$ cat src/rtl/mem_ctrl_pkg.sv
// Shared types and encodings for the data-memory stall controller.
package mem_ctrl_pkg;

  typedef enum logic [1:0] {
    IDLE = 2'b00,
    BUSY = 2'b01,
    DONE = 2'b10,
    ERR  = 2'b11
  } ctrlState_t;

  localparam logic [1:0] SIZE_WORD = 2'b00;
  localparam logic [1:0] SIZE_HALF = 2'b01;
  localparam logic [1:0] SIZE_BYTE = 2'b10;

  localparam logic [1:0] ERR_NONE     = 2'b00;
  localparam logic [1:0] ERR_MISALIGN = 2'b01;
  localparam logic [1:0] ERR_TIMEOUT  = 2'b10;

  // The reserved MemOp code 11 behaves as a word access.
  function automatic logic [1:0] normSize(input logic [1:0] memOp);
    return (memOp == 2'b11) ? SIZE_WORD : memOp;
  endfunction

  // Words need 4-byte alignment, halves 2-byte; bytes always fit.
  function automatic logic isMisaligned(input logic [1:0] size, input logic [1:0] addrLow);
    logic result;
    result = 1'b0;
    if (size == SIZE_WORD && addrLow != 2'b00) result = 1'b1;
    if (size == SIZE_HALF && addrLow[0])       result = 1'b1;
    return result;
  endfunction

endpackage

$ cat src/rtl/mem_timeout_cnt.sv
// Counts BUSY cycles spent waiting for a memory acknowledge.
module mem_timeout_cnt #(
  parameter int TIMEOUT = 16
) (
  input  logic clk,
  input  logic rst_n,
  input  logic clear,
  input  logic enable,
  output logic expired
);

  localparam logic [7:0] LAST = 8'(TIMEOUT - 1);

  logic [7:0] count;

  // Restart on a new access, otherwise advance while waiting, saturating at the limit.
  always_ff @(posedge clk or negedge rst_n) begin
    if (!rst_n) begin
      count <= 8'd0;
    end else if (clear) begin
      count <= 8'd0;
    end else if (enable && count != LAST) begin
      count <= count + 8'd1;
    end
  end

  assign expired = (count == LAST);

endmodule

$ cat src/rtl/mem_stall_ctrl.sv
// Stalls the pipeline while a load/store waits on the data memory.
module mem_stall_ctrl
  import mem_ctrl_pkg::*;
#(
  parameter int TIMEOUT = 16
) (
  input  logic        clk,
  input  logic        rst_n,
  input  logic        MEM_MemRead,
  input  logic        MEM_MemWrite,
  input  logic [1:0]  MEM_MemOp,
  input  logic [31:0] MEM_aluResult,
  input  logic [31:0] MEM_rfOut2,
  output logic        mem_req,
  output logic        mem_we,
  output logic [31:0] mem_addr,
  output logic [31:0] mem_wdata,
  output logic [1:0]  mem_size,
  input  logic        mem_ack,
  input  logic [31:0] mem_rdata,
  output logic        stall,
  output logic        mem_bubble,
  output logic [31:0] rdata_out,
  output logic        rdata_valid,
  output logic        err,
  output logic [1:0]  err_code
);

  ctrlState_t state, nextState;

  logic        access;
  logic [1:0]  reqSize;
  logic        misaligned;
  logic        startAccess;
  logic        expired;
  logic        timedOut;

  logic        latWe;
  logic [1:0]  latSize;
  logic [31:0] latAddr;
  logic [31:0] latWdata;
  logic [1:0]  errCodeReg;
  logic [31:0] rdataReg;

  assign access      = MEM_MemRead | MEM_MemWrite;
  assign reqSize     = normSize(MEM_MemOp);
  assign misaligned  = isMisaligned(reqSize, MEM_aluResult[1:0]);
  assign startAccess = (state == IDLE) && access && !misaligned;
  assign timedOut    = (state == BUSY) && !mem_ack && expired;

  mem_timeout_cnt #(
    .TIMEOUT(TIMEOUT)
  ) timeoutCnt (
    .clk    (clk),
    .rst_n  (rst_n),
    .clear  (startAccess),
    .enable ((state == BUSY) && !mem_ack),
    .expired(expired)
  );

  // State register.
  always_ff @(posedge clk or negedge rst_n) begin
    if (!rst_n) state <= IDLE;
    else        state <= nextState;
  end

  // Next-state logic; an acknowledge always beats a timeout in the same cycle.
  always_comb begin
    nextState = state;
    case (state)
      IDLE: begin
        if (access && misaligned) nextState = ERR;
        else if (access)          nextState = BUSY;
      end
      BUSY: begin
        if (mem_ack)      nextState = DONE;
        else if (expired) nextState = ERR;
      end
      DONE:    nextState = IDLE;
      ERR:     nextState = IDLE;
      default: nextState = IDLE;
    endcase
  end

  // Capture the request at issue, the error cause, and returned load data.
  always_ff @(posedge clk or negedge rst_n) begin
    if (!rst_n) begin
      latWe      <= 1'b0;
      latSize    <= SIZE_WORD;
      latAddr    <= 32'd0;
      latWdata   <= 32'd0;
      errCodeReg <= ERR_NONE;
      rdataReg   <= 32'd0;
    end else begin
      if (startAccess) begin
        latWe    <= MEM_MemWrite;
        latSize  <= reqSize;
        latAddr  <= MEM_aluResult;
        latWdata <= MEM_rfOut2;
      end
      if ((state == IDLE) && access && misaligned) errCodeReg <= ERR_MISALIGN;
      else if (timedOut)                           errCodeReg <= ERR_TIMEOUT;
      if ((state == BUSY) && mem_ack && !latWe) rdataReg <= mem_rdata;
    end
  end

  // Per-state outputs toward the memory and the pipeline.
  always_comb begin
    mem_req     = 1'b0;
    stall       = 1'b0;
    mem_bubble  = 1'b0;
    rdata_valid = 1'b0;
    err         = 1'b0;
    err_code    = ERR_NONE;
    case (state)
      IDLE: stall = access && !misaligned;
      BUSY: begin
        mem_req = 1'b1;
        stall   = 1'b1;
      end
      DONE: rdata_valid = !latWe;
      ERR: begin
        err        = 1'b1;
        err_code   = errCodeReg;
        mem_bubble = 1'b1;
      end
      default: ;
    endcase
  end

  assign mem_we    = latWe;
  assign mem_size  = latSize;
  assign mem_addr  = latAddr;
  assign mem_wdata = latWdata;
  assign rdata_out = rdataReg;

endmodule

$ cat config.mk
export PLATFORM = sky130hd
export DESIGN_NAME = mem_stall_ctrl
export DESIGN_NICKNAME = d
export VERILOG_FILES = /design/src/rtl/mem_ctrl_pkg.sv /design/src/rtl/mem_timeout_cnt.sv /design/src/rtl/mem_stall_ctrl.sv
export SDC_FILE = /design/constraint.sdc
export NUM_CORES = 1
export LEC_CHECK = 0
export CAP_MARGIN = 20
export CORE_MARGIN = 5
export CORE_UTILIZATION = 38
export CTS_BUF_LIST = sky130_fd_sc_hd__clkbuf_2 sky130_fd_sc_hd__clkbuf_4 sky130_fd_sc_hd__clkbuf_8
export CTS_CLUSTER_SIZE = 40
export DETAILED_ROUTE_END_ITERATION = 6
export PLACE_DENSITY = 0.87
export SYNTH_ARGS = -nofsm -noshare
export SYNTH_HDL_FRONTEND = slang
export SYNTH_SLANG_ARGS = --single-unit
$ cat constraint.sdc
create_clock -name clk -period 1.6 [get_ports clk]
set_input_delay 0.16 -clock clk [delete_from_list [all_inputs] [get_ports clk]]
set_output_delay 0.16 -clock clk [all_outputs]
set_load 0.05 [all_outputs]
-- Word level (Yosys, flattened, before mapping)
Index checks and enable logic that the tools add are counted.
- bitwise gates (word level): 1
- eq/ne operators: 9
- multiplexer cells: 17
- $add $sub $neg: 1
- reduce and logical (&&, ||, !) cells: 22
- operator list (cell ; count):
    2-to-1 mux 2 bit ; 8
    2-to-1 mux 8 bit ; 2
    logical AND 1 bit ; 12
    adder 8 x 1 -> 8 bit (second input constant) ; 1
    == test 8 x 4 -> 1 bit (second input constant) ; 1
    inequality test 8 x 4 -> 1 bit (second input constant) ; 1
    == test 2 bit (second input constant) ; 3
    one-hot mux 2 bit (3 select lines) ; 1
    nonzero test 2 bit ; 3
    2-to-1 mux 1 bit ; 5
    == test 2 x 1 -> 1 bit (second input constant) ; 2
    zero test 2 bit ; 2
    zero test 1 bit ; 3
    inequality test 3 x 2 -> 1 bit (second input constant) ; 1
    inequality test 3 bit (second input constant) ; 1
    one-hot mux 1 bit (2 select lines) ; 1
    AND reduction 2 bit ; 1
    OR reduction 2 bit ; 1
    OR 1 bit ; 1
- logic and storage cells: 58
- output and inout bits: 106
- flip-flop bits (word level): 111
- input bits: 103

-- Logic depth before layout (Yosys ltp)
Gate-level depths: netlist of the first run.
- depth in word-level cells: 9
- gate-level depth with buffers: 8
- mapped depth without buffers: 6

-- Modules after synthesis
Synthesis of the first run repeated with hierarchy kept, for this count alone.
- cell total of the unflattened synthesis: 296
- area, all modules: 4594.4 µm²
- modules (own cells, without submodules) (module ; instances ; cells an instance ; area each (µm²) ; sequential area each (µm²)):
    mem_stall_ctrl ; 1 ; 252 ; 4147.7 ; 2577.5
    mem_timeout_cnt ; 1 ; 44 ; 446.7 ; 200.2

-- Least setup slack after synthesis of the first run
No wires, ideal clock.
- kind: reg-to-output
- start point: reg latWe (netlist: mem_we)
- end point: out rdata_valid
- required time: 1440 ps
- buffers on the path: 0
- cell stages (with the launch flop): 2
- setup slack: -365 ps
- data arrival time: 1805 ps
- cells stage by stage: dfrtp_1 nor3b_1
- longest elaborated chain between the ends: 2
- RTL lines (what ; line ; text):
    from (decl) ; mem_stall_ctrl.sv:38 ; logic latWe;
    from (signal assigned) ; mem_stall_ctrl.sv:96 ; latWe <= MEM_MemWrite;
    zero test 1 bit ; mem_stall_ctrl.sv:121 ; DONE: rdata_valid = !latWe;
    2-to-1 mux 1 bit ; mem_stall_ctrl.sv:115 ; case (state)
    to (decl) ; mem_stall_ctrl.sv:24 ; output logic rdata_valid,
Every way passes these cells.

-- Final worst setup path of the first run
- start point: reg state[1]
- end point: out stall
- longest elaborated chain between the ends: 2
- elaborated cells between the ends (all ways): 3
- classes of those cells: 1 x eq/ne; 1 x mux; 1 x reduce/logical
- RTL lines (what ; line ; text):
    from (decl) ; mem_stall_ctrl.sv:29 ; ctrlState_t state, nextState;
    from (signal assigned) ; mem_stall_ctrl.sv:64 ; else state <= nextState;
    == test 2 x 1 -> 1 bit / zero test 2 bit (equally long branches) ; mem_stall_ctrl.sv:115 ;
    one-hot mux 1 bit (2 select lines) (*) ; mem_stall_ctrl.sv:115 ;
    to (decl) ; mem_stall_ctrl.sv:21 ; output logic stall,
Mark *: on every way between the ends. The rest lies on a longest branch, timed or not.

==> reports/results.tsv, run 1 <==
metric	value	unit
status	finished, violations left	
violated checks	setup timing	
worst min path class	input port to flop	
Fill cells	833	
Mapped Cells	429	
Final min period	1860	ps
Core ar.	11400	um^2
largest net degree at the start of global routing	112	
fin crit share	116	%
Final Hold Viols	0	
starting DRC count in detailed routing	203	
CP max-delay cell	dfrtp_1	
cell family with most CP delay	buffers and inverters	
met2 usage	31.3	%
relative max-transition margin	61.4	%
Routed Antenna Nets	0	
clk sink count	111	
Synth top cells by count	nand2_1, dfrtp_1, mux2_2	
Clock Latency Late Sink	370	ps
crit-path max FO	2	
Pins Over Slew Limit	0	
final setup margin	-262	ps
NumNets Final	779	
Mean Syn Cell Area	10.3	um^2
CTS Buf Count	9	
Top FF cell, synth	dfrtp_1	
Starting Density	38.7	%
synth unique cells	38	
DR vias	3924	
Post-Layout Inst Area	7420	um^2
clock skew	11.9	ps
worst-case clock buffer depth	2	
synthesized flop and latch total	111	
H-tree Lvls	3	
Yosys warning total	0	
Port Buffer Count	208	
asr flop ratio synth	100	%
antenna violations before repair	0	
Routed WL	13400	um
leakage power	3.72	nW
CP Capture Type	output pin	
Post-synth EDFFs	0	
CTS tree	yes	
Cell Chain, Critical Path	buf_6, o21ba_4, buf_6, nand4b_1, buf_6, nand2_4, buf_12	
Die Height	118	um
Global Route met3 Usage	5.62	%
width of the die	118	um
count leader, synth	nand2_1	
crit path DAT	1700	ps
sequential fraction of the synthesis area	63.1	%
die area	13800	um^2
met1 Use GR	21.4	%
global-route wire length before repair	20800	um
largest area contributor in the netlist	dfrtp_1	
FMAX	0.537	GHz
DRT Pass-1 Iters	5	
CTS clk-pin slew, worst paths	110	ps
hold_ws	307	ps
top post-synthesis cells by area	dfrtp_1, nand2_1, mux2_2	
area grow syn2layout	68.5	%
hpwl dp	9460	um
GR Overflow Total	0	
Worst Setup Start Kind	flop	
max_cap viols	0	
Inserted Diodes	0	
most used cell, CP	buf_6	
Avg WL per Cell	16.4	um
Root Driver	clkbuf_8	
DP Worst Slack	-488	ps
drt drc	0	
Yosys top cell area share	63.1	%
most used routing layer	met2	
Crit path largest cell delay	420	ps
I/O pins	209	
post-DR vias/cell	4.79	
total power	17.1	mW
Max IR drop VDD	1.55	mV
GRT Total Usage	18.1	%
Post-Syn Nets	536	
critical path class	flop to output pin	
pwr dens	2310	nW/um^2
setup TNS	-10200	ps
# rows	39	
Post-Place Cell Area	6690	um^2
Post-Syn Area	4400	um^2
Worst-Margin Slew	580	ps
WP buf/inv	4	
ratio of cells with drive above 1 in the final layout	35.9	%
gpl congestion	0.836	
Setup-failing EPs final	88	
RSZ-0062 raised after global routing	true	
required time of the critical path	1440	ps
vias in the first global route	4152	
[worst paths after layout]
kind,startpoint,endpoint,slack (ps),cells past startpoint
worst max-delay path,state[1]$_DFFE_PN0P_,stall,-260,7
worst min-delay path,MEM_aluResult[9],mem_addr[9]$_DFFE_PN0P_,310,3
min in group asynchronous,rst_n,rdata_out[13]$_DFFE_PN0P_,400,3
worst min register to register,mem_wdata[15]$_DFFE_PN0P_,mem_wdata[15]$_DFFE_PN0P_,480,2
max in group asynchronous,rst_n,mem_we$_DFFE_PN0P_,740,3
worst max register to register,state[1]$_DFFE_PN0P_,timeoutCnt.count[7]$_DFFE_PN0P_,-240,6
[area by class of cell]
type | count | area [um^2] | area share, %
clock buffers | 10 | 131 | 1.77
well taps | 143 | 179 | 2.41
multi-input cells | 294 | 1780 | 24.0
flip-flops and latches | 111 | 2780 | 37.4
repair buffers | 253 | 2470 | 33.3
inverters | 3 | 13.8 | 0.185
clock inverters | 6 | 68.8 | 0.927
[registers in the layout (all words and copies together), names as in the netlist]
| signal | count |
|---|---|
| mem_we | 1 |
| timeoutCnt.count | 8 |
| mem_addr | 32 |
| errCodeReg | 2 |
| mem_wdata | 32 |
| rdata_out | 32 |
| state | 2 |
| mem_size | 2 |
[cells in the final DEF (no fill, tap or decap), types with 2 or more instances in the layout]
cell and count:
nor2_1 4, and3_4 2, nor3b_4 2, nand4_1 3, inv_6 2, buf_4 123, ha_1 3, inv_1 2
clkbuf_16 5, mux2_4 21, a21oi_1 3, nand3_1 3, xnor2_1 2, mux2_2 11, clkdlybuf4s50_1 101, buf_12 14
dfrtp_1 110, clkbuf_8 9, nand2_2 22, o21ai_2 2, buf_6 7, or4_1 2, nor4b_4 2, o211ai_1 2
nand2_1 187
[through the flow]
step	utilization, %	std cells
after floorplan	-	429
after global placement	58.8	789
after detailed placement	58.8	789
after CTS	62.1	814
after global routing	65.3	820
final	65.3	820
[worst reg2reg max path, stage by stage (launching register included)]
cell,delay (ps)
dfrtp_1,420
buf_4,150
buf_6,110
or3b_4,370
a211o_1,260
or4_1,400
nand2_1,70
[power by group]
| part | switching, mW | internal [mW] |
|---|---|---|
| registers | 0.825 | 4.06 |
| logic | 6.73 | 3.82 |
| clock network | 0.927 | 0.753 |
[kinds of logic after synthesis]
family	Yosys count	share of synthesized area, %
simple gates	240	22.4
mux	33	8.41
flops	111	63.1
fa+ha+maj	4	1.14
buf+inv	24	2.30
compound gates	14	2.10
xor+xnor	3	0.597
[per-layer routing]
layer  share of wire (%)  wire length (um)
met3                 7.6              1020
met4                 1.6               212
met2                  51              6810
met1                  40              5410
met5                   0                 0
[what timing repair did]
| action | CTS | global route |
|---|---|---|
| setup endpoints to repair | 72 | 116 |
| cloned | 1 | 6 |
| hold endpoints to repair | 111 | 0 |
| gates resized for setup | 21 | 61 |
| setup buffers | 9 | 2 |
| hold buffers | 1 | 0 |
| pin swaps | 4 | 3 |
Power figures use the tool's default switching activity.
==> run 2: changes to the inputs <==
--- a/config.mk
+++ b/config.mk
@@ -8,8 +8,9 @@
 export CAP_MARGIN = 20
 export CORE_MARGIN = 5
-export CORE_UTILIZATION = 38
+export CORE_UTILIZATION = 59
 export CTS_BUF_LIST = sky130_fd_sc_hd__clkbuf_2 sky130_fd_sc_hd__clkbuf_4 sky130_fd_sc_hd__clkbuf_8
 export CTS_CLUSTER_SIZE = 40
 export DETAILED_ROUTE_END_ITERATION = 6
+export DONT_BUFFER_PORTS = 1
 export PLACE_DENSITY = 0.87
 export SYNTH_ARGS = -nofsm -noshare
==> constraint.sdc (replaced) <==
create_clock -name clk -period 1.6 [get_ports clk]
set_input_delay 0.32 -clock clk [delete_from_list [all_inputs] [get_ports clk]]
set_output_delay 0.32 -clock clk [all_outputs]
set_load 0.05 [all_outputs]
==> run 2 against run 1 <==
The run ends with hold timing, setup timing left. Worst setup slack improved by 3.8 ps. Hold slack got worse by 660 ps. Wire length decreased by 4.2%. Global-route usage increased by 6.6 points. Fmax increased by 0.21%. Final cell count decreased by 31%. Die area decreased by 33%. Final area decreased by 26%. Flip-flop and latch count unchanged. Count of clock-buffer cells in the layout increased by 1. Sequential share of layout area increased by 13 points.
==> reports/results.tsv, run 2 (synthesis gave the netlist of run 1 again) <==
metric	value	unit
Routed WL	12900	um
Starting Density	60.7	%
commonest non-fill, non-tap cell in the layout	nand2_1	
CTS clk-pin slew, worst paths	110	ps
relative max-transition margin	63.3	%
clk sink count	111	
CP Capture Type	output pin	
CTS Buf Count	9	
clock skew	14.1	ps
crit path DAT	1540	ps
RSZ-0062 raised after global routing	true	
required time of the critical path	1280	ps
area grow syn2layout	25.5	%
status	finished, violations left	
Die Height	96.4	um
Final Hold Viols	111	
Port Buffer Count	0	
width of the die	96.4	um
die area	9290	um^2
drt drc	0	
Worst-Margin Slew	551	ps
Inserted Diodes	0	
fin crit share	116	%
max_cap viols	0	
Root Driver	clkbuf_8	
hold_ws	-352	ps
GR Overflow Total	0	
starting DRC count in detailed routing	151	
H-tree Lvls	3	
hpwl dp	7980	um
worst min path class	input port to async pin	
gpl congestion	0.866	
largest net degree at the start of global routing	112	
global-route wire length before repair	17200	um
final setup margin	-259	ps
violated checks	hold timing, setup timing	
critical path class	flop to output pin	
DP Worst Slack	-28.8	ps
Avg WL per Cell	22.8	um
setup TNS	-7670	ps
Routed Antenna Nets	0	
GRT Total Usage	24.8	%
NumNets Final	569	
# rows	31	
worst-case clock buffer depth	2	
FMAX	0.538	GHz
antenna violations before repair	0	
Setup-failing EPs final	99	
DR vias	3252	
CTS tree	yes	
DRT Pass-1 Iters	6	
vias in the first global route	3236	
Worst Setup Start Kind	flop	
Post-Layout Inst Area	5530	um^2
Pins Over Slew Limit	0	
Post-Place Cell Area	4760	um^2
Final min period	1860	ps
I/O pins	209	
post-DR vias/cell	5.76	
ratio of cells with drive above 1 in the final layout	25.1	%
Clock Latency Late Sink	360	ps
commonest non-fill, non-tap cells in the layout	nand2_1, dfrtp_1, mux2_4	
Core ar.	7250	um^2
crit-path max FO	2	
-- run 2: worst paths after layout --
check / from / endpoint / slack, ps / cells after the start
setup / recovery: state[1]$_DFFE_PN0P_ / stall / -260 / 5
hold / removal: rst_n / mem_addr[13]$_DFFE_PN0P_ / -350 / 0
setup reg to reg: state[1]$_DFFE_PN0P_ / timeoutCnt.count[7]$_DFFE_PN0P_ / -160 / 5
hold reg to reg: errCodeReg[0]$_DFFE_PN0P_ / errCodeReg[0]$_DFFE_PN0P_ / 540 / 1
max in group asynchronous: rst_n / rdata_out[16]$_DFFE_PN0P_ / 1800 / 0
min in group clk: MEM_aluResult[8] / mem_addr[8]$_DFFE_PN0P_ / 50 / 2
-- run 2: what timing repair did --
action | CTS | global route
setup buffers | 8 | 3
gates resized for setup | 48 | 26
endpoints found under the setup margin | 40 | 116
endpoints found under the hold margin | 111 | 111
pin swaps | 9 | 4
cloned | 2 | 8
-- run 2: worst max-delay path: stages (launching register included) --
cell and delay (ps):
dfrtp_1 410, buf_6 120, o21ba_4 210, nand4b_1 160, buf_6 180, nand2_8 100
-- run 2: final cells by class --
| class | instances | area, um^2 |
|---|---|---|
| tap | 99 | 124 |
| multi-input combinational | 294 | 1790 |
| sequential | 111 | 2780 |
| inverter | 3 | 13.8 |
| timing repair buffer | 43 | 593 |
| clock buffer | 11 | 151 |
| fill | 436 | 1730 |
| clock inverter | 4 | 76.3 |
-- run 2: through the flow --
step | instances | hold WS (ps) | utilization, %
after floorplan | 429 | 24.4 | -
after global placement | 534 | 27.4 | 65.6
after detailed placement | 534 | 26.9 | 65.6
after CTS | 559 | -374 | 73.0
after global routing | 565 | -389 | 76.2
final | 565 | -352 | 76.2
-- run 2: routing by layer --
layer	routed length, um	vias to the layer above	global-route usage (%)	share of wire, %
met5	0	-	0	0
met4	174	0	7.24	1.4
met3	1710	17	10.3	13
met2	6650	197	42.6	52
met1	4340	1602	28.3	34
li1	-	1436	-	-
Power of run 2 is left out: the tool's default activity adds up to more than one toggle a clock period on the data nets, which glitch-free logic cannot reach.
==> variant 1, RTL diff (flow settings as in run 2) <==
Register the output `err_code`; this adds one clock of latency there. The other outputs are not delayed to match.
--- a/src/rtl/mem_stall_ctrl.sv
+++ b/src/rtl/mem_stall_ctrl.sv
@@ -26,4 +26,6 @@
   output logic [1:0]  err_code
 );
+
+  logic [1:0] err_code_d;
 
   ctrlState_t state, nextState;
@@ -112,5 +114,5 @@
     rdata_valid = 1'b0;
     err         = 1'b0;
-    err_code    = ERR_NONE;
+    err_code_d  = ERR_NONE;
     case (state)
       IDLE: stall = access && !misaligned;
@@ -122,5 +124,5 @@
       ERR: begin
         err        = 1'b1;
-        err_code   = errCodeReg;
+        err_code_d = errCodeReg;
         mem_bubble = 1'b1;
       end
@@ -135,4 +137,8 @@
   assign rdata_out = rdataReg;
 
+  always_ff @(posedge clk) begin
+    err_code <= err_code_d;
+  end
+
 endmodule
 
Behaviour: not the same (Yosys sat finds a counterexample within 4 cycles, from zero or initial values and one cycle with rst_n low).
==> variant 1 against run 2 <==
The flow still finishes with violations (hold timing, setup timing). Synthesized area is 1.6% higher. Hold slack got worse by 0.066 ns. Final area is 8.8% higher. Worst setup slack got worse by 0.11 ns. Sequential cell count increased by 2. Routed wire length increased by 4.6%. Largest cell class unchanged. Highest routed layer unchanged.
Power is not shown: default switching activity piles up to over one toggle a cycle in this logic, so the estimate is an artifact.
==> variant 1: results (changes against run 2) <==
global_route:
  grtUsageMet2: 0.509  # +0.0829
  track_usage: 0.280  # +0.0320
  met1_usage: 0.293  # +0.00948
  grt_pass1_wl_mm: 19.9  # +16%
  use_met3: 0.103  # +0.000353
worst_setup_path:
  r2r_cells: 8  # +3
  cp.depth: 4  # -1
  reg2reg_to: "mem_addr[28]$_DFFE_PN0P_"
  r2r_slack_ns: -0.36  # -0.20 ns
outcome:
  status: "finished, violations left"
  violations: "hold timing, setup timing"
timing:
  setup_slack_ns: -0.372  # -0.113 ns
  slew_headroom: 0.626  # -0.00739
  holdWs_ns: -0.418  # -0.0657 ns
  fin_skew_ns: 0.00911  # -0.00498 ns
  setup_viol: 110  # +11%
  hold_violations: 111  # unchanged
detailed_routing:
  wl_mm: 13.5  # +4.6%
  drtIter0Drc: 147  # -2.6%
  firstDrtPassIters: 5  # -1
  detailroute.wirelength.met2_mm: 7.27  # +9.2%
placement:
  dp_hpwl_mm: 7.31  # -8.4%
  place_congestion: 0.798  # -7.9%
synthesis:
  synthArstFlopShare: 0.982  # -0.0177
  ys_ff_latch: 113  # +1.8%
  syn-num-nets: 394  # -26%
layout:
  drive_above_1_share: 0.558  # +0.307
  final-clk-cell-share: 0.0643  # +0.0231
  nClkBuffers: 18  # +7
  nNonClkInverters: 4  # +1
  multi_input_area_um2: 1940  # +8.5%
  layout.nonclk_buf_frac: 0.120  # +0.0131
cts:
  clk_pin_slew_ns: 0.07  # -0.04 ns
  clock_latency_ns: 0.42  # +0.06 ns
  cts_made_buffers: 17  # +8
-- variant 1: what timing repair did --
item / 4_1_cts / 5_1_grt
buffers inserted: 18 / 6
pin swaps: 5 / 3
endpoints found under the hold margin: 112 / 111
cloned: 13 / 0
setup endpoints to repair: 112 / 112
gates resized for setup: 54 / 35
-- variant 1: through the flow --
stage / instances / setup WS (ns) / util
6_report: 452 / -0.372 / 0.821
5_1_grt: 452 / -0.425 / 0.821
4_1_cts: 456 / -0.346 / 0.822
3_5_place_dp: 393 / -0.378 / 0.671
3_3_place_gp: 393 / -0.286 / 0.671
2_1_floorplan: 287 / -0.364 / -
-- variant 1: cell families after synthesis --
logic type      Yosys count  synth area share
mux                     102             0.256
flops                   113             0.629
buf+inv                  17            0.0285
simple gates             34            0.0416
xor+xnor                  4           0.00782
fa+ha+maj                 4            0.0112
compound gates           13            0.0257
==> variant 2, RTL diff (flow settings as in run 2) <==
Made on the original files. `TIMEOUT` is set to 16 in 2 places; all go to 12.
--- a/src/rtl/mem_timeout_cnt.sv
+++ b/src/rtl/mem_timeout_cnt.sv
@@ -1,5 +1,5 @@
 // Counts BUSY cycles spent waiting for a memory acknowledge.
 module mem_timeout_cnt #(
-  parameter int TIMEOUT = 16
+  parameter int TIMEOUT = 12
 ) (
   input  logic clk,
--- a/src/rtl/mem_stall_ctrl.sv
+++ b/src/rtl/mem_stall_ctrl.sv
@@ -3,5 +3,5 @@
   import mem_ctrl_pkg::*;
 #(
-  parameter int TIMEOUT = 16
+  parameter int TIMEOUT = 12
 ) (
   input  logic        clk,
Behaviour: same outputs for any inputs over 10 cycles, from zero or initial values and one cycle with rst_n low; that may be too few to reach the edited logic, so the function may still have changed.
==> variant 2 against run 2 <==
The flow still finishes with violations (hold timing, setup timing). Register-to-register slack got worse by 0.04 ns. Final area rose by 2.8%. Worst setup slack better by 0.020 ns. Core utilization increased by 2.1 points. Count of clock-buffer cells in the layout down 2. Critical path depth decreased by 1. Sequential cell count unchanged. Global-route usage decreased by 3.5 points. Routed wire length down 8.7%. Synthesized cell count decreased by 35%. Synthesized area is essentially flat. Largest cell class unchanged. Highest routed layer unchanged.
Power is left out: the tool's default activity adds up to more than one toggle a clock period on the data nets, which glitch-free logic cannot reach.
==> variant 2: results (changes against run 2) <==
placement:
  io_buffers: 0  # unchanged
  dp_hpwl_mm: 7.02  # -12%
  place_congestion: 0.786  # -9.2%
  dpl_worst_slack_ns: -0.313  # -0.285 ns
cts:
  clk_pin_slew_ns: 0.12
  root_buffer: "clkbuf_8"
  cts_made_buffers: 9  # unchanged
  htreeDepth: 3  # unchanged
  clock_latency_ns: 0.36  # about the same
  clock_path_buffers: 2  # unchanged
detailed_routing:
  wl_mm: 11.8  # -8.7%
  firstDrtPassIters: 4  # -2
  routed_via_density: 5.95  # +3.3%
  drtIter0Drc: 60  # -60%
outcome:
  violations: "hold timing, setup timing"
  status: "finished, violations left"
worst_setup_path:
  arrival_ns: 1.52  # -0.02 ns
  r2r_slack_ns: -0.20  # -0.04 ns
  crit_fanout: 3  # +1
synthesis:
  ys_seq_area_frac: 0.631  # about the same
  yosys_warnings: 0  # unchanged
  synthArstFlopShare: 1.00  # unchanged
  synth_commonest_cells: "111 x dfrtp_1, 51 x mux2_2, 49 x mux2_1"
  synthTopCellsByArea: "dfrtp_1 63%, mux2_2 13%, mux2_1 13%, buf_4 1.2%, ha_1 1.1%"
  synth_cell_type_count: 32  # -16%
  syn-num-nets: 387  # -28%
job:
  cap_violations: 0  # unchanged
layout:
  fillers: 387  # -11%
  fin_nets: 425  # -25%
  antenna_cells: 0  # unchanged
  drive_above_1_share: 0.502  # +0.250
hold_path:
  min_path_type: "in2async"
timing:
  tightest_slew_ns: 0.558  # +0.00781 ns
  fin_skew_ns: 0.0137  # -0.000385 ns
  setup_slack_ns: -0.239  # +0.0199 ns
  hold_violations: 111  # unchanged
  setup_viol: 113  # +14%
  holdWs_ns: -0.367  # -0.0154 ns
global_route:
  grt_max_degree: 112  # unchanged
  grt_pass1_wl_mm: 14.8  # -14%
  first_global_vias: 2672  # -17%
  track_usage: 0.213  # -0.0348
  antenna_found_initial: 0  # unchanged
## variant 2: cell count changes in the layout (fill, tap and decap cells not counted), sizes merged, moves of 3 or more
cell    before  now
clkbuf      17   11
inv          4    9
mux2        32  100
nand3        4    0
nand2      210    3
xor2         1    4
## variant 2: worst paths after layout
| path | from | to | depth (start not counted) |
|---|---|---|---|
| setup / recovery | state[1]$_DFFE_PN0P_ | stall | 4 |
| hold / removal | rst_n | state[0]$_DFFE_PN0P_ | 0 |
| setup reg to reg | state[1]$_DFFE_PN0P_ | mem_addr[15]$_DFFE_PN0P_ | 6 |
| hold reg to reg | errCodeReg[0]$_DFFE_PN0P_ | errCodeReg[0]$_DFFE_PN0P_ | 1 |
| max in group asynchronous | rst_n | mem_wdata[29]$_DFFE_PN0P_ | 0 |
| min in group clk | mem_ack | state[0]$_DFFE_PN0P_ | 1 |
## variant 2: cell type report
| cell class | count | area, um2 | area share |
|---|---|---|---|
| flip-flops and latches | 111 | 2780 | 0.489 |
| multi-input cells | 151 | 1920 | 0.338 |
| repair buffers | 41 | 604 | 0.106 |
| clock buffers | 9 | 124 | 0.0218 |
| well taps | 99 | 124 | 0.0218 |
| clock inverters | 7 | 109 | 0.0192 |
| inverters | 4 | 22.5 | 0.00396 |
## variant 2: kinds of logic after synthesis
logic type      after synthesis  synth area share
simple gates                 31            0.0446
buf+inv                      18            0.0287
fa+ha+maj                     4            0.0114
compound gates               11            0.0185
xor+xnor                      4           0.00796
mux                         101             0.258
flops                       111             0.631
## variant 2: timing repair
| item | 4_1_cts | 5_1_grt |
|---|---|---|
| setup endpoints to repair | 61 | 113 |
| buffers inserted | 7 | 8 |
| resized for setup | 47 | 65 |
| pin swaps | 2 | 3 |
| hold endpoints to repair | 111 | 111 |
| cloned | 6 | 3 |
## variant 2: worst max-delay path, stage by stage, from the launching register on
cell and delay [ns]:
dfrtp_1 0.44, o21bai_4 0.20, nor4_4 0.15, buf_4 0.16, or2_4 0.21
## variant 2: metal layers
layer | wire, um | part of all wire | global-route usage | vias to the layer above
met5 | 0 | 0 | 0 | -
met3 | 1350 | 0.11 | 0.0914 | 10
met1 | 4260 | 0.36 | 0.260 | 1304
met2 | 6050 | 0.51 | 0.362 | 133
li1 | - | - | - | 1063
met4 | 101 | 0.0086 | 0.0315 | 0
## variant 2: per-stage QoR
stage	instances	area (um2)	setup TNS, ns	hold slack [ns]
final	422	5680	-7.95	-0.367
after floorplan	280	4500	-13.63	0.0244
after global placement	386	4740	-16.75	0.0281
after CTS	414	5350	-4.97	-0.377
after detailed placement	386	4740	-18.15	0.0281
after global routing	422	5680	-14.61	-0.407
